**src/rtl/mem_copy_engine.sv**
```systemverilog
// -----------------------------------------------------------------------------
// mem_copy_engine
//
// Byte-block copy engine that masters the data_mem bus. It reads `len` bytes
// starting at `src_addr` and writes them, in ascending order, starting at
// `dst_addr`. Each byte takes three cycles: RD (present the read address),
// CAP (memory returns the data, captured at the closing edge) and WR (present
// the write). The engine owns the memory bus while `busy` is high.
//
// Ports
//   clk         : clock, all state changes on the rising edge
//   rst_n       : asynchronous active-low reset
//   start       : copy request, only honoured in IDLE
//   src_addr    : first source address (latched on accepted start)
//   dst_addr    : first destination address (latched on accepted start)
//   len         : byte count 0..2^ADDR_W (latched on accepted start)
//   busy        : copy in progress
//   done        : one-cycle completion pulse (also for len = 0)
//   address_bus : memory address
//   data_in     : memory write data
//   r_w         : 1 = write, 0 = read
//   data_out    : memory read data (registered read, latency 1)
// -----------------------------------------------------------------------------
module mem_copy_engine #(
  parameter int ADDR_W = 8,
  parameter int DATA_W = 8
) (
  input  logic              clk,
  input  logic              rst_n,
  input  logic              start,
  input  logic [ADDR_W-1:0] src_addr,
  input  logic [ADDR_W-1:0] dst_addr,
  input  logic [ADDR_W:0]   len,
  output logic              busy,
  output logic              done,
  output logic [ADDR_W-1:0] address_bus,
  output logic [DATA_W-1:0] data_in,
  output logic              r_w,
  input  logic [DATA_W-1:0] data_out
);

  typedef enum logic [2:0] {
    S_IDLE,
    S_RD,
    S_CAP,
    S_WR,
    S_FIN
  } state_t;

  state_t            state_q;
  logic [ADDR_W-1:0] src_q;
  logic [ADDR_W-1:0] dst_q;
  logic [ADDR_W:0]   len_q;
  logic [ADDR_W:0]   cnt_q;
  logic [DATA_W-1:0] hold_q;
  logic              busy_q;
  logic              done_q;
  logic              r_w_q;
  logic [ADDR_W-1:0] addr_q;

  // Count after the byte currently being written; one bit wider than an
  // address so that a full 2^ADDR_W-byte copy can be recognised.
  logic [ADDR_W:0]   cnt_inc;
  assign cnt_inc = cnt_q + {{ADDR_W{1'b0}}, 1'b1};

  // Every output is a flop, so the memory sees clean levels all cycle long.
  // The hold register doubles as the write-data driver; it is cleared outside
  // WR so data_in reads as zero whenever no write is in flight.
  assign busy        = busy_q;
  assign done        = done_q;
  assign r_w         = r_w_q;
  assign address_bus = addr_q;
  assign data_in     = hold_q;

  // NOTE: sequential state is updated with non-blocking assignments only, so
  // every register in this block sees the pre-edge value of every other one.
  always_ff @(posedge clk or negedge rst_n) begin
    if (!rst_n) begin
      // NOTE: the asynchronous reset clears r_w at once, which cancels any
      // write still pending at the next edge; an interrupted copy never
      // reaches FIN, so done is not pulsed.
      state_q <= S_IDLE;
      src_q   <= '0;
      dst_q   <= '0;
      len_q   <= '0;
      cnt_q   <= '0;
      hold_q  <= '0;
      busy_q  <= 1'b0;
      done_q  <= 1'b0;
      r_w_q   <= 1'b0;
      addr_q  <= '0;
    end else begin
      case (state_q)
        S_IDLE: begin
          if (start) begin
            src_q <= src_addr;
            dst_q <= dst_addr;
            len_q <= len;
            cnt_q <= '0;
            if (len == '0) begin
              state_q <= S_FIN;
              done_q  <= 1'b1;
            end else begin
              // Drive the first read address straight from the inputs, since
              // src_q is only being loaded at this same edge.
              state_q <= S_RD;
              busy_q  <= 1'b1;
              addr_q  <= src_addr;
            end
          end
        end

        S_RD: begin
          // The memory samples address_bus at this edge; its data appears
          // during CAP.
          state_q <= S_CAP;
        end

        S_CAP: begin
          state_q <= S_WR;
          hold_q  <= data_out;
          addr_q  <= dst_q + cnt_q[ADDR_W-1:0];
          r_w_q   <= 1'b1;
        end

        S_WR: begin
          // The memory performs the write at this edge.
          cnt_q  <= cnt_inc;
          r_w_q  <= 1'b0;
          hold_q <= '0;
          if (cnt_inc == len_q) begin
            state_q <= S_FIN;
            busy_q  <= 1'b0;
            done_q  <= 1'b1;
            addr_q  <= '0;
          end else begin
            state_q <= S_RD;
            addr_q  <= src_q + cnt_inc[ADDR_W-1:0];
          end
        end

        S_FIN: begin
          // start is deliberately not looked at here.
          state_q <= S_IDLE;
          done_q  <= 1'b0;
        end

        default: begin
          state_q <= S_IDLE;
          busy_q  <= 1'b0;
          done_q  <= 1'b0;
          r_w_q   <= 1'b0;
          addr_q  <= '0;
          hold_q  <= '0;
        end
      endcase
    end
  end

endmodule

```
**config.mk**
```make
export PLATFORM = sky130hd
export DESIGN_NAME = mem_copy_engine
export DESIGN_NICKNAME = d
export VERILOG_FILES = /design/src/rtl/mem_copy_engine.sv
export SDC_FILE = /design/constraint.sdc
export NUM_CORES = 1
export LEC_CHECK = 0
export BUFFER_PORTS_ARGS = -buffer_cell sky130_fd_sc_hd__buf_2
export CAP_MARGIN = 20
export CORE_MARGIN = 2
export CORE_UTILIZATION = 35
export CTS_CLUSTER_DIAMETER = 40
export DETAILED_ROUTE_END_ITERATION = 16
export GPL_ROUTABILITY_DRIVEN = 0
export PLACE_DENSITY = 0.61
export SYNTH_ARGS = -nofsm -noshare
export SYNTH_HDL_FRONTEND = slang
export SYNTH_SLANG_ARGS = --single-unit
```
**constraint.sdc**
```tcl
create_clock -name clk -period 2.4 [get_ports clk]
set_clock_uncertainty 0.05 [all_clocks]
set_input_delay 0.24 -clock clk [delete_from_list [all_inputs] [get_ports clk]]
set_output_delay 0.24 -clock clk [all_outputs]
set_load 0.05 [all_outputs]
```
Word level (Yosys, flattened, before mapping)

Cells that the tools add are included.

Bits in registers: 56
Input bits: 36
Output and inout bits: 19
Word-level logic and storage cells: 57

Add/sub/neg operators: 3
Equality and inequality tests: 9
Mux-type cells: 20
Bitwise logic cells: 3
Reductions and logical operators: 12

Operators by type and width:

| kind                | number |
|---|---|
| $pmux 8 s4          | 1 |
| $mux 8              | 3 |
| $pmux 9 s2          | 1 |
| $add 8x8->8         | 2 |
| $pmux 8 s2          | 1 |
| $pmux 3 s4          | 1 |
| $add 9x1->9 const B | 1 |
| $eq 9x9->1          | 1 |
| $logic_not 9->1     | 1 |
| $mux 3              | 3 |
| $mux 9              | 1 |
| $ne 2x2->1 const B  | 4 |
| $reduce_and 4->1    | 2 |
| $eq 3x2->1 const B  | 2 |
| $mux 1              | 6 |
| $pmux 1 s3          | 2 |
| $reduce_or 3->1     | 2 |
| $reduce_and 2->1    | 2 |
| $reduce_or 2->1     | 2 |
| $eq 3x1->1 const B  | 1 |
| $eq 3x3->1 const B  | 1 |
| $logic_not 3->1     | 1 |
| $not 1->1           | 3 |
| $reduce_and 3->1    | 1 |
| 2 further kinds     | 2 |

Depth between registers and ports, before layout

Word-level depth: 4
Gate-level depth with buffers: 10
Mapped depth without buffers: 10

Least setup slack after synthesis

No wires, ideal clock.

Path type: register -> register
Start: register cnt_q[0]
End: register addr_q[5], in the netlist address_bus[5]
Library setup time: 126 ps
Arrival: 2206 ps
Data required time: 2224 ps
Slack: 18 ps
Stages on the path, launching flop included: 10
Buffers on the path: 0
Clock period less this slack: 2382 ps
Cells stage by stage: dfrtp_1 ha_1 nand3_1 xnor2_1 ha_1 a21oi_1 o21ai_0 xnor2_1 nor3_1 a221o_1

Longest elaborated chain between the ends: 4
Elaborated cells on any way between the ends: 6
Classes of those cells: add/sub (3); eq/ne (1); mux (2)

RTL lines:

| item                                      | line     | text |
|---|---|---|
| from (decl)                               | 54       | `logic [ADDR_W:0] cnt_q;` |
| from (signal assigned)                    | 128      | `cnt_q <= cnt_inc;` |
| $add 9x1->9                               | 64       | `assign cnt_inc = cnt_q + {{ADDR_W{1'b0}}, 1'b1};` |
| $add 8x8->8 or $eq 9x9->1 (tied branches) | 138, 131 |  |
| $mux 8                                    | 131      | `if (cnt_inc == len_q) begin` |
| $pmux 8 s4 (*)                            | 93       | `case (state_q)` |
| to (signal assigned)                      | 108      | `addr_q <= src_addr;` |
| to (signal assigned)                      | 122      | `addr_q <= dst_q + cnt_q[ADDR_W-1:0];` |
| to (signal assigned)                      | 138      | `addr_q <= src_q + cnt_inc[ADDR_W-1:0];` |
| to (decl)                                 | 59       | `logic [ADDR_W-1:0] addr_q;` |

Mark *: on every way between the ends. The rest lies on a longest branch, timed or not.
A chain may end at the register's enable or synchronous reset.

Worst setup path in the final report

Start: register cnt_q[0]
End: register addr_q[6], in the netlist address_bus[6]

The elaborated chain is that of the path after synthesis.

==> reports/results.ini <==
[power_and_ir_drop]
finalPower_mw=5.322
leakagePower_nw=1.844
power.density_nw_per_um2=1327
ir_drop_v=0.0004158

[synth]
synth_adder_area_share_pct=7.652
yosysWarnings=0
async_flop_share_pct=100.0
synth_area_per_cell_um2=10.10
synthSimpleGateAreaFrac_pct=11.67
syn_area_um2=3303
synth_top_family_by_area=compound AO/OA/AOI/OAI gates
yosys_register_bits=56
synth_edf_count=0
synthXorXnorAreaFrac_pct=9.356
synth_fp_nets=382
synth-main-ff-cell=dfrtp_1
syn_inst=327
synthMuxAreaShare_pct=8.182
synth.distinct_cells=51
synth-compound-area-share_pct=17.20
yosysSeqAreaShare_pct=42.42

[final_layout]
fin_nets=445
multiInputGateArea_um2=1876
final_cell_area_um2=4011
fillers=884
num_antenna_cells=0
stdcell_count=502
final_core_util_pct=43.62
seqCellArea_um2=1405
drive_gt1_share_pct=25.83
area_delta_synth_final_pct=21.44

[sta]
finalSetupViolations=0
whs_ns=0.08635
worst_pin_slew_ns=0.6602
period_share_pct=95.93
finalSetupTns_ns=0
slew_headroom_pct=55.82
layout_min_cycle_time_ns=2.302
setup_slack_ns=0.09779
hold_viol=0
fmax_mhz=434.4
slew_violations=0

[floorplanning]
start_util_pct=35.92
rows=35
dieWidth_um=101.1
die-area_um2=10230
io_pins=55
die_height_um=101.1
core_region_area_um2=9196

[status]
status=finished, final reports clean

[worst_hold_path]
timing.hold.worst.class=in2reg

[critical_path]
path_class=reg2reg
worstPathMaxFanout=5
crit_buf_inv=0
cp.required_ns=2.59
cpMaxStageDelayCell=dfrtp_2
cp_data_arrival_time_ns=2.49
critical-path-top-delay-family=compound AO/OA/AOI/OAI gates
end_kind=register
start_kind=register
max_stage_delay_ns=0.47
cp_cell_sequence=ha_1 -> fa_1 -> a21oi_2 -> o21ai_2 -> a2111oi_2 -> a41o_1 -> o21ai_0 -> o211ai_1

[detailed_routing]
drt_wl_total_mm=7.935
initialDrtViolationCount=92
firstDrtPassIters=5
ant_nets=0
drc_errors=0
wl_per_cell_um=15.81
vias=2659
avgViaCountPerCell=5.297

[cts]
h-tree-depth=2
clk_latency_ns=0.31
root_buffer=clkbuf_8
cts_made_buffers=5
cts_tree=yes
clkTransAtPathRegs_ns=0.10
clockBufferDepth=2
cts.sinks=56

[global_routing]
grt_pass1_vias=2493
antenna_found_initial=0
grt.total_usage_pct=15.74
grt_pass1_wl_mm=12.68
grt_max_degree=31
overflow=0

[placement]
place_area_um2=3751
io_buffer_count=54
place_ws_ns=-0.01341
placedCellCount=489
dp_hpwl_mm=5.950

[flow_run]
maxCapViolCount=0

[cells by family after synthesis]
group,after synthesis
AO/OA/AOI/OAI,86
XOR/XNOR,31
adder cells (fa/ha/maj),19
buffers and inverters,28
flip-flops,56
multiplexers,24
AND/OR/NAND/NOR,83
[sequential cells by signal, summed over array words and instances (netlist names)]
signal and count:
dst_q 8, len_q 9, address_bus 8, cnt_q 9, busy 1, state_q 3
data_in 8, src_q 8, done 1, r_w 1
[Yosys cell counts, drive strengths merged (3+ instances only)]
| master | instances | area, um^2 |
|---|---|---|
| a21oi | 12 | 60.06 |
| dfrtp | 56 | 1401 |
| buf | 5 | 30.02 |
| inv | 12 | 45.04 |
| o211ai | 3 | 22.52 |
| ha | 17 | 212.7 |
| mux2 | 24 | 270.3 |
| o21ai | 32 | 160.2 |
| xnor2 | 18 | 165.2 |
| a31oi | 3 | 18.77 |
| nor3 | 4 | 25.02 |
| o221ai | 5 | 43.79 |
| a22oi | 13 | 97.59 |
| xor2 | 11 | 96.34 |
| nand2 | 38 | 142.6 |
| a21o | 3 | 22.52 |
| nor2 | 18 | 67.56 |
| clkbuf | 11 | 41.29 |
| nand2b | 3 | 18.77 |
| and2 | 3 | 18.77 |
| nand3 | 5 | 25.02 |
[layer usage]
| layer | share of wire, % | vias up | wire length, um | GRT usage, % |
|---|---|---|---|---|
| met4 | 1.3 | 0 | 106 | 4.158 |
| met5 | 0 | - | 0 | 0 |
| met1 | 47 | 1285 | 3768 | 23.39 |
| li1 | - | 1300 | - | - |
| met2 | 47 | 67 | 3767 | 23.94 |
| met3 | 3.7 | 7 | 293 | 2.553 |
[layout by cell type (no fill, tap or decap), drive strengths merged, types with 2 or more instances in the layout]
master,instances
xnor2,18
o22ai,2
nor2,18
xor2,11
a21o,3
buf,71
mux2,24
o21ai,32
nand2,38
ha,17
o221ai,5
o211ai,3
or3,2
a2111oi,2
and4,2
xor3,2
and2,3
clkbuf,7
inv,12
dfrtp,56
nand2b,3
nand3,5
a211oi,2
a31oi,3
a21oi,12
a22oi,13
nor2b,2
fa,2
nor3,4
[worst reg2reg max path: cells and delay by family, from the launching register on]
family	cells	cell delay, ns
flip-flops	1	0.47
adder cells (fa/ha/maj)	2	0.68
AO/OA/AOI/OAI	6	1.04
[where the power goes]
part           switching [mW]  internal, mW  total [mW]  leakage [nW]
logic                    1.76          1.20        2.96          1.09
clock network           0.306         0.369       0.674        0.0645
registers               0.343          1.35        1.69         0.690
total                    2.41          2.92        5.32          1.84
[cell type report]
| class | count | share of cell area (%) |
|---|---|---|
| Timing Repair Buffer | 72 | 10.48 |
| Clock inverter | 1 | 0.7486 |
| Clock buffer | 7 | 2.402 |
| Tap cell | 111 | 3.462 |
| Multi-Input combinational cell | 243 | 46.76 |
| Sequential cell | 56 | 35.03 |
| Inverter | 12 | 1.123 |
[final timing paths]
| path | from | end | slack (ns) | cells after the start |
|---|---|---|---|---|
| max in group asynchronous | rst_n | len_q[3] | 1.28 | 3 |
| setup / recovery | cnt_q[0] | address_bus[6] | 0.1 | 8 |
| setup reg to reg | cnt_q[0] | address_bus[6] | 0.1 | 8 |
| hold reg to reg | address_bus[2] | address_bus[2] | 0.46 | 2 |
| min in group asynchronous | rst_n | dst_q[1] | 0.43 | 2 |
| hold / removal | dst_addr[1] | dst_q[1] | 0.09 | 2 |
[repair_timing]
item	in CTS	in global routing
endpoints found under the hold margin	26	0
buffers inserted	0	4
pin swaps	1	10
setup endpoints to repair	1	12
hold buffers	1	0
resized for setup	2	18
(Power assumes the default switching activity.)
